==> src/rtl/traffic_xing_ctrl_if.sv <==
// Lamp/request bundle for traffic_xing_ctrl.
// The master drives enable, night and pedestrian requests. The slave (the controller) drives the lamps, walk signals and phase.
interface traffic_xing_ctrl_if #(
  parameter int unsigned N_DIR = 2
);
  localparam int unsigned PH_W = $clog2(N_DIR);

  logic             en_i;
  logic             night_i;
  logic [N_DIR-1:0] ped_req_i;
  logic [N_DIR-1:0] red_o;
  logic [N_DIR-1:0] yellow_o;
  logic [N_DIR-1:0] green_o;
  logic [N_DIR-1:0] ped_walk_o;
  logic [PH_W-1:0]  phase_o;

  modport master (
    output en_i, night_i, ped_req_i,
    input  red_o, yellow_o, green_o, ped_walk_o, phase_o
  );

  modport slave (
    input  en_i, night_i, ped_req_i,
    output red_o, yellow_o, green_o, ped_walk_o, phase_o
  );
endinterface

==> src/rtl/traffic_xing_ctrl.sv <==
// Round-robin N_DIR-approach traffic-light controller.
// It adds all-red clearance, latched pedestrian walk requests, a night blink mode and a run/hold enable.
module traffic_xing_ctrl #(
  parameter int unsigned N_DIR      = 2,
  parameter int unsigned CNT_W      = 8,
  parameter int unsigned RY_CYC     = 2,
  parameter int unsigned GREEN_CYC  = 6,
  parameter int unsigned BLINK_CYC  = 4,
  parameter int unsigned BLINK_HALF = 1,
  parameter int unsigned YELLOW_CYC = 3,
  parameter int unsigned ALLRED_CYC = 2,
  parameter int unsigned NIGHT_HALF = 4
) (
  input logic                clk_i,
  input logic                rst_i,
  traffic_xing_ctrl_if.slave bus
);
  localparam int unsigned PH_W = $clog2(N_DIR);

  typedef enum logic [2:0] {
    S_ALL_RED, S_RED_YELLOW, S_GREEN, S_GREEN_BLINK, S_YELLOW, S_NIGHT
  } state_t;

  state_t           state_q, state_d;
  logic [CNT_W-1:0] cnt_q, cnt_d;
  logic [CNT_W-1:0] hcnt_q, hcnt_d;
  logic             blink_q, blink_d;
  logic [PH_W-1:0]  phase_q, phase_d;
  logic [N_DIR-1:0] pend_q, pend_d;
  logic [N_DIR-1:0] walk_q, walk_d;
  logic [N_DIR-1:0] red_q, red_d;
  logic [N_DIR-1:0] yellow_q, yellow_d;
  logic [N_DIR-1:0] green_q, green_d;

  always_comb begin
    state_d  = state_q;
    cnt_d    = cnt_q;
    hcnt_d   = hcnt_q;
    blink_d  = blink_q;
    phase_d  = phase_q;
    walk_d   = walk_q;
    red_d    = red_q;
    yellow_d = yellow_q;
    green_d  = green_q;
    // Requests latch even while held.
    pend_d   = pend_q | bus.ped_req_i;

    if (bus.en_i) begin
      case (state_q)
        S_ALL_RED: begin
          if (cnt_q != '0) begin
            cnt_d = cnt_q - CNT_W'(1);
          end else if (bus.night_i) begin
            state_d = S_NIGHT;
            blink_d = 1'b1;
            hcnt_d  = CNT_W'(NIGHT_HALF - 1);
          end else begin
            state_d = S_RED_YELLOW;
            cnt_d   = CNT_W'(RY_CYC - 1);
          end
        end
        S_RED_YELLOW: begin
          if (cnt_q != '0) begin
            cnt_d = cnt_q - CNT_W'(1);
          end else begin
            state_d         = S_GREEN;
            cnt_d           = CNT_W'(GREEN_CYC - 1);
            walk_d          = '0;
            walk_d[phase_q] = pend_d[phase_q];
            pend_d[phase_q] = 1'b0;
          end
        end
        S_GREEN: begin
          if (cnt_q != '0) begin
            cnt_d = cnt_q - CNT_W'(1);
          end else begin
            state_d = S_GREEN_BLINK;
            cnt_d   = CNT_W'(BLINK_CYC - 1);
            blink_d = 1'b0;
            hcnt_d  = CNT_W'(BLINK_HALF - 1);
            walk_d  = '0;
          end
        end
        S_GREEN_BLINK: begin
          if (cnt_q != '0) begin
            cnt_d = cnt_q - CNT_W'(1);
            if (hcnt_q == '0) begin
              blink_d = ~blink_q;
              hcnt_d  = CNT_W'(BLINK_HALF - 1);
            end else begin
              hcnt_d = hcnt_q - CNT_W'(1);
            end
          end else begin
            state_d = S_YELLOW;
            cnt_d   = CNT_W'(YELLOW_CYC - 1);
          end
        end
        S_YELLOW: begin
          if (cnt_q != '0) begin
            cnt_d = cnt_q - CNT_W'(1);
          end else begin
            state_d = S_ALL_RED;
            cnt_d   = CNT_W'(ALLRED_CYC - 1);
            phase_d = (phase_q == PH_W'(N_DIR - 1)) ? '0 : phase_q + PH_W'(1);
          end
        end
        S_NIGHT: begin
          if (!bus.night_i) begin
            state_d = S_ALL_RED;
            cnt_d   = CNT_W'(ALLRED_CYC - 1);
            phase_d = '0;
          end else if (hcnt_q == '0) begin
            blink_d = ~blink_q;
            hcnt_d  = CNT_W'(NIGHT_HALF - 1);
          end else begin
            hcnt_d = hcnt_q - CNT_W'(1);
          end
        end
        default: begin
          state_d = S_ALL_RED;
          cnt_d   = CNT_W'(ALLRED_CYC - 1);
        end
      endcase

      // Lamps are decoded from the next state so that the outputs leave the flops already aligned with the state.
      red_d    = '1;
      yellow_d = '0;
      green_d  = '0;
      case (state_d)
        S_RED_YELLOW: yellow_d[phase_d] = 1'b1;
        S_GREEN: begin
          red_d[phase_d]   = 1'b0;
          green_d[phase_d] = 1'b1;
        end
        S_GREEN_BLINK: begin
          red_d[phase_d]   = 1'b0;
          green_d[phase_d] = blink_d;
        end
        S_YELLOW: begin
          red_d[phase_d]    = 1'b0;
          yellow_d[phase_d] = 1'b1;
        end
        S_NIGHT: begin
          red_d    = '0;
          yellow_d = {N_DIR{blink_d}};
        end
        default: ;
      endcase
    end
  end

  always_ff @(posedge clk_i or posedge rst_i) begin
    if (rst_i) begin
      state_q  <= S_ALL_RED;
      cnt_q    <= CNT_W'(ALLRED_CYC - 1);
      hcnt_q   <= '0;
      blink_q  <= 1'b0;
      phase_q  <= '0;
      pend_q   <= '0;
      walk_q   <= '0;
      red_q    <= '1;
      yellow_q <= '0;
      green_q  <= '0;
    end else begin
      state_q  <= state_d;
      cnt_q    <= cnt_d;
      hcnt_q   <= hcnt_d;
      blink_q  <= blink_d;
      phase_q  <= phase_d;
      pend_q   <= pend_d;
      walk_q   <= walk_d;
      red_q    <= red_d;
      yellow_q <= yellow_d;
      green_q  <= green_d;
    end
  end

  assign bus.red_o      = red_q;
  assign bus.yellow_o   = yellow_q;
  assign bus.green_o    = green_q;
  assign bus.ped_walk_o = walk_q;
  assign bus.phase_o    = phase_q;
endmodule

==> src/flat_wrapper.sv <==
// flat-port wrapper written by rule: the top's interface ports become plain ports
module traffic_xing_ctrl_flat 
#(
  parameter int unsigned N_DIR      = 2,
  parameter int unsigned CNT_W      = 8,
  parameter int unsigned RY_CYC     = 2,
  parameter int unsigned GREEN_CYC  = 6,
  parameter int unsigned BLINK_CYC  = 4,
  parameter int unsigned BLINK_HALF = 1,
  parameter int unsigned YELLOW_CYC = 3,
  parameter int unsigned ALLRED_CYC = 2,
  parameter int unsigned NIGHT_HALF = 4
)
  (clk_i, rst_i, bus_en_i, bus_night_i, bus_ped_req_i, bus_red_o, bus_yellow_o, bus_green_o, bus_ped_walk_o, bus_phase_o);
  traffic_xing_ctrl_if #(.N_DIR(N_DIR)) bus_i ();
  input logic clk_i;
  input logic rst_i;
  input wire logic [$bits(bus_i.en_i)-1:0] bus_en_i;
  input wire logic [$bits(bus_i.night_i)-1:0] bus_night_i;
  input wire logic [$bits(bus_i.ped_req_i)-1:0] bus_ped_req_i;
  output wire logic [$bits(bus_i.red_o)-1:0] bus_red_o;
  output wire logic [$bits(bus_i.yellow_o)-1:0] bus_yellow_o;
  output wire logic [$bits(bus_i.green_o)-1:0] bus_green_o;
  output wire logic [$bits(bus_i.ped_walk_o)-1:0] bus_ped_walk_o;
  output wire logic [$bits(bus_i.phase_o)-1:0] bus_phase_o;
  assign bus_i.en_i = bus_en_i;
  assign bus_i.night_i = bus_night_i;
  assign bus_i.ped_req_i = bus_ped_req_i;
  assign bus_red_o = bus_i.red_o;
  assign bus_yellow_o = bus_i.yellow_o;
  assign bus_green_o = bus_i.green_o;
  assign bus_ped_walk_o = bus_i.ped_walk_o;
  assign bus_phase_o = bus_i.phase_o;
  traffic_xing_ctrl #(.N_DIR(N_DIR), .CNT_W(CNT_W), .RY_CYC(RY_CYC), .GREEN_CYC(GREEN_CYC), .BLINK_CYC(BLINK_CYC), .BLINK_HALF(BLINK_HALF), .YELLOW_CYC(YELLOW_CYC), .ALLRED_CYC(ALLRED_CYC), .NIGHT_HALF(NIGHT_HALF)) u_core (.clk_i(clk_i), .rst_i(rst_i), .bus(bus_i));
endmodule
==> config.mk <==
export PLATFORM = sky130hd
export DESIGN_NAME = traffic_xing_ctrl_flat
export DESIGN_NICKNAME = d
export VERILOG_FILES = /design/src/rtl/traffic_xing_ctrl_if.sv /design/src/rtl/traffic_xing_ctrl.sv /design/src/flat_wrapper.sv
export SDC_FILE = /design/constraint.sdc
export NUM_CORES = 1
export LEC_CHECK = 0
export BUFFER_PORTS_ARGS = -buffer_cell sky130_fd_sc_hd__clkbuf_2
export CORE_MARGIN = 2
export CORE_UTILIZATION = 29
export CTS_CLUSTER_SIZE = 12
export DETAILED_ROUTE_END_ITERATION = 12
export PLACE_DENSITY = 0.52
export SLEW_MARGIN = 20
export SYNTH_ARGS = -nofsm -noshare
export SYNTH_HDL_FRONTEND = slang
export SYNTH_SLANG_ARGS = --single-unit
==> constraint.sdc <==
create_clock -name clk_i -period 2.66 [get_ports clk_i]
set_input_delay 0.266 -clock clk_i [delete_from_list [all_inputs] [get_ports clk_i]]
set_output_delay 0.266 -clock clk_i [all_outputs]
set_load 0.05 [all_outputs]
# After elaboration in Yosys (flattened, before gate mapping)

Index checks and enable logic that the tools add are counted.

Flip-flop bits (word level): 31
Bits in latches: 0
Bits in writable memories: 0
Bits in read-only memories: 0
Input bits: 6
Output and inout bits: 9
Memories kept: 0

Add/subtract/negate cells: 3
Multiply operators: 0
Div/mod/pow operators: 0
$lt $le $gt $ge: 4
Eq/ne operators: 16
Shift-type cells: 0
Muxes and demuxes: 52
Bitwise logic cells: 7
Reduce and logical (&&, ||, !) cells: 11

Operators by type and width:

| operator                                                   | count |
|---|---|
| two-way mux 8 bit                                          | 13 |
| one-hot mux 8 bit (6 select lines)                         | 1 |
| one-hot mux 8 bit (4 select lines)                         | 1 |
| two-way mux 3 bit                                          | 8 |
| one-hot mux 3 bit (6 select lines)                         | 1 |
| one-hot mux 2 bit (2 select lines)                         | 4 |
| subtractor 8 x 1 -> 8 bit, second input constant           | 2 |
| two-way mux 1 bit                                          | 15 |
| equality test 3 x 2 -> 1 bit, second input constant        | 4 |
| equality test 3 bit, second input constant                 | 4 |
| two-way mux 2 bit                                          | 5 |
| inequality test 2 bit, second input constant               | 5 |
| zero test 8 bit                                            | 1 |
| nonzero test 8 bit                                         | 1 |
| AND reduction 7 bit                                        | 1 |
| bitwise AND 2 bit                                          | 3 |
| equality test 3 x 1 -> 1 bit, second input constant        | 2 |
| less-than comparator 1 x 2 -> 1 bit, second input constant | 2 |
| NOT 2 bit                                                  | 2 |
| one-hot mux 1 bit (4 select lines)                         | 1 |
| AND reduction 4 bit                                        | 1 |
| nonzero test 4 bit                                         | 1 |
| zero test 3 bit                                            | 1 |
| OR reduction 3 bit                                         | 1 |
| 10 further kinds                                           | 13 |

# Longest topological paths before layout

Depth in word-level cells: 11
Depth in mapped cells: 9

# Worst setup path before layout

Ideal clock, no wire load.

Path type: reg-to-reg
Start: register u_core.cnt_q[0]
End: register u_core.hcnt_q[7]
Library setup time: 132 ps
Arrival time: 2,000 ps
Setup slack: 528 ps
Cell stages (with the launch flop): 10
Clock period less this slack: 2,132 ps
Path through: dfstp_2 -> inv_1 -> ha_1 -> or3b_2 -> buf_2 -> nor4_4 -> a211oi_2 -> buf_2 -> o21ai_0 -> o41ai_2

Word-level cells in the longest chain between the ends: 3

Ends and longest elaborated chain:

| element                                                                                         | line                                                                      | RTL |
|---|---|---|
| start, declared                                                                                 | traffic_xing_ctrl.sv:25                                                   | `logic [CNT_W-1:0] cnt_q, cnt_d;` |
| start signal, assigned                                                                          | traffic_xing_ctrl.sv:155                                                  | `cnt_q <= CNT_W'(ALLRED_CYC - 1);` |
| start signal, assigned                                                                          | traffic_xing_ctrl.sv:166                                                  | `cnt_q <= cnt_d;` |
| nonzero test 8 bit *                                                                            | traffic_xing_ctrl.sv:51, traffic_xing_ctrl.sv:74, traffic_xing_ctrl.sv:85 |  |
| inequality test 2 x 1 -> 1 bit (no source line) / inequality test 2 bit (equally long branches) | -                                                                         |  |
| AND reduction 7 bit (no source line) *                                                          | -                                                                         |  |
| end signal, assigned                                                                            | traffic_xing_ctrl.sv:167                                                  | `hcnt_q <= hcnt_d;` |
| end, declared                                                                                   | traffic_xing_ctrl.sv:26                                                   | `logic [CNT_W-1:0] hcnt_q, hcnt_d;` |

Every way passes the cells marked *; elsewhere a longest branch is shown, timed or not.
A chain may end at the register's enable or synchronous reset.

# Worst setup path after layout

Start: register u_core.cnt_q[0]
End: register u_core.green_q[1] (netlist: u_core.bus.green_o[1])

Word-level cells in the longest chain between the ends: 10

Ends and longest elaborated chain:

| element                                                                                                 | line                                               | RTL |
|---|---|---|
| nonzero test 8 bit *                                                                                    | -                                                  |  |
| two-way mux 1 bit                                                                                       | traffic_xing_ctrl.sv:99                            | `if (cnt_q != '0) begin` |
| one-hot mux 1 bit (2 select lines)                                                                      | traffic_xing_ctrl.sv:49                            | `case (state_q)` |
| two-way mux 1 bit                                                                                       | traffic_xing_ctrl.sv:48                            | `if (bus.en_i) begin` |
| less-than comparator 1 x 2 -> 1 bit (implied by the code) / >= comparator 1 bit (equally long branches) | traffic_xing_ctrl.sv:133, traffic_xing_ctrl.sv:137 |  |
| logical AND 1 bit (implied by the code)                                                                 | traffic_xing_ctrl.sv:133, traffic_xing_ctrl.sv:137 |  |
| two-way mux 1 bit (implied by the code)                                                                 | traffic_xing_ctrl.sv:133, traffic_xing_ctrl.sv:137 |  |
| demux 1 bit (select 1 bit)                                                                              | -                                                  |  |
| bitwise AND 2 bit (no source line)                                                                      | -                                                  |  |
| one-hot mux 2 bit (2 select lines) *                                                                    | traffic_xing_ctrl.sv:129                           | `case (state_d)` |
| end signal, assigned                                                                                    | traffic_xing_ctrl.sv:174                           | `green_q <= green_d;` |
| end, declared                                                                                           | traffic_xing_ctrl.sv:33                            | `logic [N_DIR-1:0] green_q, green_d;` |

Every way passes the cells marked *; elsewhere a longest branch is shown, timed or not. The select of a mux whose other input is x is not followed.

==> metrics.md <==
| Metric | Value |
|---|---|
| Status | finished clean |
| Number of H-tree levels | 2 |
| Worst Clk Skew | just under 10 ps |
| Synth area leader | dfrtp_1 |
| First-pass GRT wire length | between 7000 and 8000 um |
| Clk buf depth | 2 |
| Sequential element share of the synthesized area | 0.3941 |
| Fin crit period | 2459 ps |
| Worst skew pair latency | roughly 280 ps |
| Final hold vios | 0 |
| Crit path max-delay family | simple AND/OR/NAND/NOR gates |
| Die outline height | about 87 um |
| TritonCTS buffer count | 5 |
| Crit-path max cell delay | roughly 590 ps |
| Top cells by instance count after synthesis | dfrtp_1, nor2_1, nand2_1 |
| # IOs | 15 |
| Initial DRC count | 129 |
| Vias in the first global route | 1563 |
| GP Congestion | between 0.9 and 1 |
| Port Buffers | 14 |
| Fin util | 0.3423 |
| Worst-Margin Slew | slightly below 600 ps |
| Crit end category | register |
| Root Driver | clkbuf_8 |
| Fraction of registers with async set/reset | 1.000 |
| Worst IR drop on VDD | roughly 0.00047 V |
| Post-route setup slack | 201.2 ps |
| Wire per inst | roughly 14 um |
| Post-route ant nets | 0 |
| Synthesized area | about 2000 sq um |
| RSZ-0062 raised after global routing | no |
| Most numerous cell in the Yosys netlist | dfrtp_1 |
| Hold buffers post-CTS | 0 |
| Main synth FF type | dfrtp_1 |
| Max Cap Viol | 0 |
| Type of the most critical hold path | in -> async |
| Critical-path maximum fanout | 9 |
| Nets@finish | around 260 |
| Buffer and inverter count on the worst path | 1 |
| Setup-failing EPs final | 0 |
| Setup TNS | 0 ps |
| Netlist cell types | 54 |
| TritonRoute pass-1 iters | 4 |
| Post-route clock period utilization | 0.9244 |
| Die W | between 80 and 90 um |
| Flops & latches, synth | 31 |
| Clock-pin slew on the worst setup and hold paths | about 70 ps |
| Non-Filler Instances | 336 |
| N_diodes | 0 |
| Power density cells | roughly 1200 nW/um^2 |
| CP Cell Sequence | inv_1 > ha_1 > or3b_2 > nor4_1 > nor2_1 > a22oi_2 > o21ai_1 > o22ai_1 |
| Rows | 30 |
| Worst-path cell with the longest stage delay | or3b_2 |
| Total GRT Usage | 0.1350 |
| Crit path from | u_core.cnt_q[0] |
| Overall Power | between 2 and 3 mW |
| Largest net degree at the start of global routing | 32 |
| Total gr overflow | 0 |
| Warnings from Yosys | 0 |
| Syn Area/Cell | ~8.4 sq um |
| Slew headroom | 0.6098 |
| DP Wirelength | 3515 um |
| CTS resizes | 0 |
| CTS tree | done |
| Routed WL | around 4800 um |
| Critical path arrival | between 2000 and 3000 ps |
| Area Overhead vs Synth | 15.62% |
| Setup bufs post-CTS | 0 |
| Cells after Synth | roughly 240 |
| Min Hold Slack | 38.01 ps |
| LEAKAGE | approximately 0.99 nW |
| Post-synth EDFFs | 0 |
| Initial antenna violation count | 0 |
| Sink Count | 31 |
| Fmax | approximately 410 MHz |
| DR DRC count | 0 |
| R2r startpoint | u_core.cnt_q[0] |
| Setup WS pre-CTS | roughly 220 ps |
| Final instance area | about 2300 sq um |
| Slew Limit Fails | 0 |
| Core ar. | roughly 6700 sq um |
| DR vias | around 1800 |
| Top post-synthesis cells by area | dfrtp_1, nor2_1, o21ai_0 |
| Placed insts | roughly 330 |
| Placed Area | between 2000 and 2500 sq um |
| Yosys top cell area share | 0.3542 |
| CP Data Required Time | ~2900 ps |
| Starting density of the core | 0.2961 |
| Via-per-instance ratio | around 5.3 |
| Layout cell share with drive strength beyond 1 | 0.1836 |
| CP Launch Type | register |
| Syn_nets | 244 |
| Critical path class | reg -> reg |
| Die area | 7498 sq um |
layout by cell type, fill, tap and decap left out, drive strengths merged, types with 6 or more instances in the layout:
master  synthesis  layout
nor2           26      26
buf             5      11
nand3           7       7
o21ai          20      20
clkbuf          8      20
nand2          20      20
inv            15      15
dfrtp          28      28
nand2b          6       6
a21oi          16      16
nor4            8       8
o22ai           6       6
worst register-to-register path, stage by stage, from the launching register on:
cell and delay, ps:
dfstp_2 390, inv_1 70, ha_1 180, or3b_2 590, nor4_1 530, nor2_1 110
a22oi_2 240, o21ai_1 140, o22ai_1 130
report_power, final:
group          internal, mW  switching [mW]
combinational         0.500           0.818
clock                 0.303           0.180
sequential            0.674           0.235
total                  1.48            1.23
final timing paths:
kind	endpoint	depth (start not counted)	slack, ps
worst max-delay path	u_core.bus.green_o[1]	8	200
worst min-delay path	u_core.hcnt_q[3]	3	40
worst max register to register	u_core.bus.green_o[1]	8	200
worst min register to register	u_core.bus.red_o[1]	2	480
max in group asynchronous	u_core.bus.red_o[1]	3	2290
min in group clk_i	u_core.pend_q[0]	3	240
layout make-up:
cell class,instances,area (sq um)
clock buffers,6,82.58
well taps,80,100.1
flip-flops and latches,31,779.5
inverters,15,56.30
fillers,726,4394
multi-input cells,177,1081
repair buffers,25,152.6
clock inverters,2,35.03
sequential cells by signal (all words and copies together) (netlist names):
register               cells
u_core.bus.yellow_o        2
u_core.pend_q              2
u_core.hcnt_q              8
u_core.state_q             3
u_core.blink_q             1
u_core.cnt_q               8
u_core.bus.phase_o         1
u_core.bus.green_o         2
u_core.bus.ped_walk_o      2
u_core.bus.red_o           2
cell families (layout without fill, tap and decap cells):
kind of cell | count (synthesis) | after routing | share of synthesized area
DFF | 31 | 31 | 0.3941
muxes | 2 | 2 | 0.01075
and+or+nand+nor | 91 | 91 | 0.2410
adders and majority gates | 2 | 2 | 0.01265
AOI/OAI and AO/OA | 80 | 80 | 0.2733
buffers and inverters | 28 | 48 | 0.05945
xor gates and xnor gates | 2 | 2 | 0.008857
routing by layer:
metal  GRT usage  share of wire
met2      0.2042           0.46
met3     0.03429          0.046
met1      0.1868           0.48
met4     0.04830          0.016
met5           0              0
Note: power is estimated with default switching activity, not from simulation.
